**config.mk**
```make
export PLATFORM = sky130hd
export DESIGN_NAME = port_ctrl
export DESIGN_NICKNAME = d
export VERILOG_FILES = /design/src/rtl/packet_pkg.sv /design/src/rtl/port_ctrl.sv
export SDC_FILE = /design/constraint.sdc
export NUM_CORES = 1
export LEC_CHECK = 0
export CORE_UTILIZATION = 52
export CTS_CLUSTER_DIAMETER = 50
export DETAILED_ROUTE_END_ITERATION = 10
export PLACE_DENSITY_LB_ADDON = 0.05
export SYNTH_ARGS = -nofsm -noshare
export SYNTH_HDL_FRONTEND = slang
export SYNTH_SLANG_ARGS = --single-unit
export TNS_END_PERCENT = 50
```
**constraint.sdc**
```tcl
create_clock -name clk -period 4.3 [get_ports clk]
set_input_delay 0.645 -clock clk [delete_from_list [all_inputs] [get_ports clk]]
set_output_delay 0.645 -clock clk [all_outputs]
set_load 0.005 [all_outputs]
```
**src/rtl/packet_pkg.sv**
```systemverilog
// Shared packet format and port-controller FSM encoding for the switch ingress path.
// Header: dst mask in the low ADDR_WIDTH bits, payload length in bits [11:8].
package packet_pkg;

  localparam int NUM_PORTS   = 4;
  localparam int DATA_WIDTH  = 16;
  localparam int ADDR_WIDTH  = NUM_PORTS;
  localparam int LEN_WIDTH   = 4;
  localparam int HDR_DST_LSB = 0;
  localparam int HDR_LEN_LSB = 8;

  typedef logic [1:0] state_t;
  localparam state_t ST_IDLE = 2'd0;
  localparam state_t ST_XFER = 2'd1;
  localparam state_t ST_DROP = 2'd2;

  typedef struct packed {
    logic [LEN_WIDTH-1:0]  len;
    logic [ADDR_WIDTH-1:0] dst;
  } hdr_t;

  function automatic hdr_t parse_hdr(input logic [DATA_WIDTH-1:0] word);
    hdr_t h;
    h.dst = word[HDR_DST_LSB +: ADDR_WIDTH];
    h.len = word[HDR_LEN_LSB +: LEN_WIDTH];
    return h;
  endfunction

endpackage

```
**src/rtl/port_ctrl.sv**
```systemverilog
// Ingress port controller: pops packets from an FWFT FIFO, requests the switch
// arbiter beat by beat, and discards packets that are malformed or starve for grant.
module port_ctrl
  import packet_pkg::*;
#(
  parameter int TIMEOUT_CYCLES = 64
) (
  input  logic                  clk,
  input  logic                  rst_n,
  input  logic                  fifo_empty,
  input  logic [DATA_WIDTH-1:0] fifo_rdata,
  output logic                  fifo_rd_en,
  output logic                  arb_req,
  output logic [ADDR_WIDTH-1:0] arb_dst,
  input  logic                  arb_grant,
  output logic                  tx_valid,
  output logic [DATA_WIDTH-1:0] tx_data,
  output logic                  tx_eop,
  output logic                  busy,
  output logic [7:0]            drop_cnt
);

  localparam int WAIT_W = (TIMEOUT_CYCLES > 1) ? $clog2(TIMEOUT_CYCLES) : 1;
  localparam logic [WAIT_W-1:0] WAIT_LAST = WAIT_W'(TIMEOUT_CYCLES - 1);

  state_t                state_reg,    state_next;
  logic [ADDR_WIDTH-1:0] dst_reg,      dst_next;
  logic [LEN_WIDTH-1:0]  remain_reg,   remain_next;
  logic [WAIT_W-1:0]     wait_cnt_reg, wait_cnt_next;
  logic [7:0]            drop_cnt_reg, drop_cnt_next;
  logic                  tx_valid_reg, tx_valid_next;
  logic [DATA_WIDTH-1:0] tx_data_reg,  tx_data_next;
  logic                  tx_eop_reg,   tx_eop_next;

  hdr_t hdr;
  logic hdr_ok;
  logic pop_rdy;
  logic count_drop;
  logic rd_en;
  logic req;

  assign hdr     = parse_hdr(fifo_rdata);
  assign hdr_ok  = (hdr.len != '0) && (hdr.dst != '0);
  // Gating with rst_n keeps the FIFO and arbiter quiet while reset is held.
  assign pop_rdy = rst_n & ~fifo_empty;

  always_comb begin
    state_next    = state_reg;
    dst_next      = dst_reg;
    remain_next   = remain_reg;
    wait_cnt_next = wait_cnt_reg;
    drop_cnt_next = drop_cnt_reg;
    tx_valid_next = 1'b0;
    tx_data_next  = tx_data_reg;
    tx_eop_next   = 1'b0;
    rd_en         = 1'b0;
    req           = 1'b0;
    count_drop    = 1'b0;

    case (state_reg)
      ST_IDLE: begin
        if (pop_rdy) begin
          rd_en = 1'b1;
          if (hdr_ok) begin
            state_next    = ST_XFER;
            dst_next      = hdr.dst;
            remain_next   = hdr.len;
            wait_cnt_next = '0;
          end else begin
            count_drop = 1'b1;
          end
        end
      end

      ST_XFER: begin
        req = pop_rdy;
        if (req && arb_grant) begin
          rd_en         = 1'b1;
          tx_valid_next = 1'b1;
          tx_data_next  = fifo_rdata;
          tx_eop_next   = (remain_reg == 4'd1);
          remain_next   = remain_reg - 4'd1;
          wait_cnt_next = '0;
          if (remain_reg == 4'd1) begin
            state_next = ST_IDLE;
          end
        end else if (req) begin
          // Starvation only counts while there is a beat to send.
          if (wait_cnt_reg == WAIT_LAST) begin
            state_next = ST_DROP;
            count_drop = 1'b1;
          end else begin
            wait_cnt_next = wait_cnt_reg + 1'b1;
          end
        end
      end

      ST_DROP: begin
        rd_en = pop_rdy;
        if (pop_rdy) begin
          remain_next = remain_reg - 4'd1;
          if (remain_reg == 4'd1) begin
            state_next = ST_IDLE;
          end
        end
      end

      default: begin
        state_next = ST_IDLE;
      end
    endcase

    if (count_drop && (drop_cnt_reg != 8'hFF)) begin
      drop_cnt_next = drop_cnt_reg + 8'd1;
    end
  end

  always_ff @(posedge clk or negedge rst_n) begin
    if (!rst_n) begin
      state_reg    <= ST_IDLE;
      dst_reg      <= '0;
      remain_reg   <= '0;
      wait_cnt_reg <= '0;
      drop_cnt_reg <= '0;
      tx_valid_reg <= 1'b0;
      tx_data_reg  <= '0;
      tx_eop_reg   <= 1'b0;
    end else begin
      state_reg    <= state_next;
      dst_reg      <= dst_next;
      remain_reg   <= remain_next;
      wait_cnt_reg <= wait_cnt_next;
      drop_cnt_reg <= drop_cnt_next;
      tx_valid_reg <= tx_valid_next;
      tx_data_reg  <= tx_data_next;
      tx_eop_reg   <= tx_eop_next;
    end
  end

  assign fifo_rd_en = rd_en;
  assign arb_req    = req;
  assign busy       = (state_reg != ST_IDLE);
  assign arb_dst    = busy ? dst_reg : '0;
  assign tx_valid   = tx_valid_reg;
  assign tx_data    = tx_data_reg;
  assign tx_eop     = tx_eop_reg;
  assign drop_cnt   = drop_cnt_reg;

endmodule

```
==> results by group <==
Run status
  • Status: finished, final reports clean

Floorplanning
  • Die area: around 4300 µm²
  • Starting utilization of the core area: a little under three fifths
  • Die Y-Extent: 65.3 µm
  • Horizontal die dimension: 65.3 µm
  • Placeable Area: around 3700 µm²
  • Count of boundary I/O pins: 53
  • Standard-cell row count: 22

Global route
  • Tot GR Track Use: a little under a quarter
  • Largest net degree at the start of global routing: between 40 and 50
  • Via count of the first global-routing pass: about 1.7k
  • Leftover overflow at the end of global routing: 0
  • Antenna violations before repair: 0
  • Wire length of the first global-routing pass: roughly 7600 µm

Clock tree
  • Post-CTS setup buffers: 0
  • Clock H-tree levels: 2
  • Number of buffers on the longest clock path: 2
  • Post-CTS sizing: 0
  • Buffer type at the clock tree root: clkbuf_8
  • Post-CTS Hold Buffers: 0
  • Num CTS Buffers: 5
  • Clock input transition at the sequential cells of the worst setup and hold paths: approximately 0.080 ns
  • Number of sinks on the clock net: 42
  • Clock tree from TritonCTS: yes
  • Clock latency at the later pin of the worst-skew pair: between 0.2 and 0.3 ns

Drt
  • Number of DRC violations after detailed-routing iteration 0: ~120
  • Drt first pass iters: 4
  • DRC viols: 0
  • Number of routed nets with antenna violations: 0
  • Final wirelength: about 4600 µm
  • DR vias: roughly 1.6k
  • Drt via density: roughly 5.6
  • Wire length per cell: roughly 16 µm

Critical path
  • Required time of the worst setup path: roughly 3.7 ns
  • WS Path Type: in2out
  • Arrival time worst endpoint: 2.66 ns
  • Worst reg2reg path depth: 7
  • Crit path launch type: input port
  • Slack of the worst reg-to-reg path: between 1.5 and 2 ns
  • Critical path endpoint category: output pin
  • Critical R2R Capture: wait_cnt_reg[0]$_DFFE_PN0P_
  • Maximum fanout along the worst path: 21
  • Reg2reg start: state_reg[0]$_DFFE_PN0P_

STA
  • Final slew viol count: 0
  • Crit path time final: around 3.3 ns
  • Sum of negative setup slack: 0 ns
  • Relative slew margins: approximately 52%
  • RSZ-0062 raised after global routing: no
  • Final setup viols: 0
  • Number of endpoints with negative hold slack in the final report: 0
  • Worst hold slack across all endpoints: 0.434 ns
  • Slew at the pin with the worst max-slew slack: roughly 0.7 ns
  • Largest clock skew in the final design: slightly below 0.009 ns
  • Final period utilization: roughly three quarters
  • Timing-limited maximum frequency: about 0.30 GHz

Placement
  • Count of input and output buffers: 52
  • Placement-stage cell area: 2650 µm²
  • Routability Congestion: about 0.82
  • HPWL after DPL: between 3000 and 4000 µm

Finish
  • Layout cell share with drive strength beyond 1: between 10% and 20%
  • Design Area, Final: roughly 2700 µm²
  • Register Area: about 1100 µm²
  • Number of filler instances in the final layout: 292
  • Area of the multi-input gates: between 900 and 1000 µm²
  • Flip-flop count of the largest register, all copies and words added: 16
  • Antenna fix cells: 0
  • Synthesis-to-finish area growth: 31.2%
  • Net total in the final layout: ~270

Power
  • Clock share of power: about 17%
  • Static leakage power: around 1.2 nW
  • Net switching fraction of the power: 32.0%
  • Relative contribution of combinational cells to total power: 42.0%
  • VDD IR-drop max: between 0.3 and 0.4 mV
  • Switching power: 0.000488 W
  • Int Power: between 0.001 and 0.0015 W
  • Flop pwr share: 41.1%
  • Power per unit of standard cell area: between 500 and 600 nW/µm²
  • Overall power: around 0.0015 W

Logic synthesis
  • Post-Synthesis Net Count: approximately 210
  • Number of instances in the synthesized netlist: 184
  • #FFs+latches synth: 42
  • Number of flops mapped to enable cells by yosys: 0
  • Post-synth top area cell: dfrtp_1
  • Synth Flop Type: dfrtp_1
  • Area of the mapped netlist: 2090 µm²
  • Number of warnings issued by yosys: 0
  • Top-area cell type share of the netlist area: approximately 50%
  • Number of distinct standard cells referenced by the synthesized netlist: a little under 50
  • Top cells by area in the synthesized netlist: dfrtp_1 50%, mux2_2 10%, ha_1 4.8%
  • Fraction of registers with async set/reset: 100%
  • Mean cell area of the mapped netlist: about 11 µm²
  • Share of the yosys chip area belonging to registers: 50.4%

Run
  • Reported max-cap violation count: 0

Worst hold path
  • Hold Crit Class: in2async
-- cell type report --
type,instances,share of cell area (%)
multi-input combinational,125,35.2
clock buffer,7,3.16
inverter,11,1.51
clock inverter,1,0.183
sequential,42,38.4
tap,48,2.19
timing repair buffer,54,19.4
-- power groups by stage --
stage | sequential (W) | combinational, W | clock, W
3_3_place_gp | 0.000619 | 0.000611 | 0
3_5_place_dp | 0.000632 | 0.000639 | 0
6_report | 0.000626 | 0.000639 | 0.000258
2_1_floorplan | 0.000620 | 0.000309 | 0
5_1_grt | 0.000644 | 0.000697 | 0.000277
4_1_cts | 0.000625 | 0.000645 | 0.000266
-- metal layers --
| metal | routed length [µm] | vias to the layer above | GRT usage [%] | share of wire [%] |
|---|---|---|---|---|
| li1 | - | 766 | - | - |
| met1 | 1880 | 787 | 27.3 | 41 |
| met2 | 2300 | 51 | 39.6 | 51 |
| met3 | 316 | 8 | 8.16 | 6.9 |
| met4 | 63 | 0 | 9.51 | 1.4 |
| met5 | 0 | - | 0 | 0 |
-- worst max path at each step --
stage | start | end | slack (ns) | depth (start not counted)
floorplan | rst_n | fifo_rd_en | 2.08 | 5
global placement | fifo_empty | fifo_rd_en | 1.11 | 6
detailed placement | fifo_empty | fifo_rd_en | 1.01 | 6
CTS | fifo_empty | fifo_rd_en | 1.01 | 6
global route | fifo_empty | fifo_rd_en | 0.83 | 6
finish | fifo_empty | fifo_rd_en | 0.99 | 6
-- Yosys cell counts (2+ instances only) --
library cell,count
clkbuf_1,3
nor2_1,10
and3_1,2
a21oi_1,9
nand3_1,6
dfrtp_1,42
ha_1,8
nor4_2,3
nand2_1,14
nand4_1,2
nor2b_1,6
xor2_1,5
inv_1,11
a41oi_1,2
mux2_2,19
o21ai_0,9
-- cells in the final DEF (no fill, tap or decap), drive strengths merged, types with 8 or more instances in the layout --
master,n
a21oi,9
clkdlybuf4s50,51
dfrtp,42
ha,8
inv,11
mux2,20
nand2,14
nor2,10
o21ai,10
-- cell families after synthesis --
family	after synthesis	share of synthesized area (%)
AO/OA/AOI/OAI	37	12.1
XOR/XNOR	7	3.30
adder cells (fa/ha/maj)	8	4.80
flip-flops	42	50.4
buffers and inverters	17	3.48
multiplexers	21	11.3
AND/OR/NAND/NOR	52	14.6
-- critical path, stage by stage --
cell             delay [ns]
clkdlybuf4s50_1        0.40
nor2b_1                0.56
nand3_1                0.14
buf_4                  0.24
a21oi_1                0.16
clkdlybuf4s50_1        0.52
-- stage by stage --
stage	util, %	instances	setup WS [ns]
detailed placement	70.7	280	1.01
global placement	70.7	280	1.11
finish	73.1	288	0.990
global route	73.1	288	0.830
floorplan	-	184	2.08
CTS	73.1	288	1.01
No activity file was read; power rests on OpenSTA's default activity.
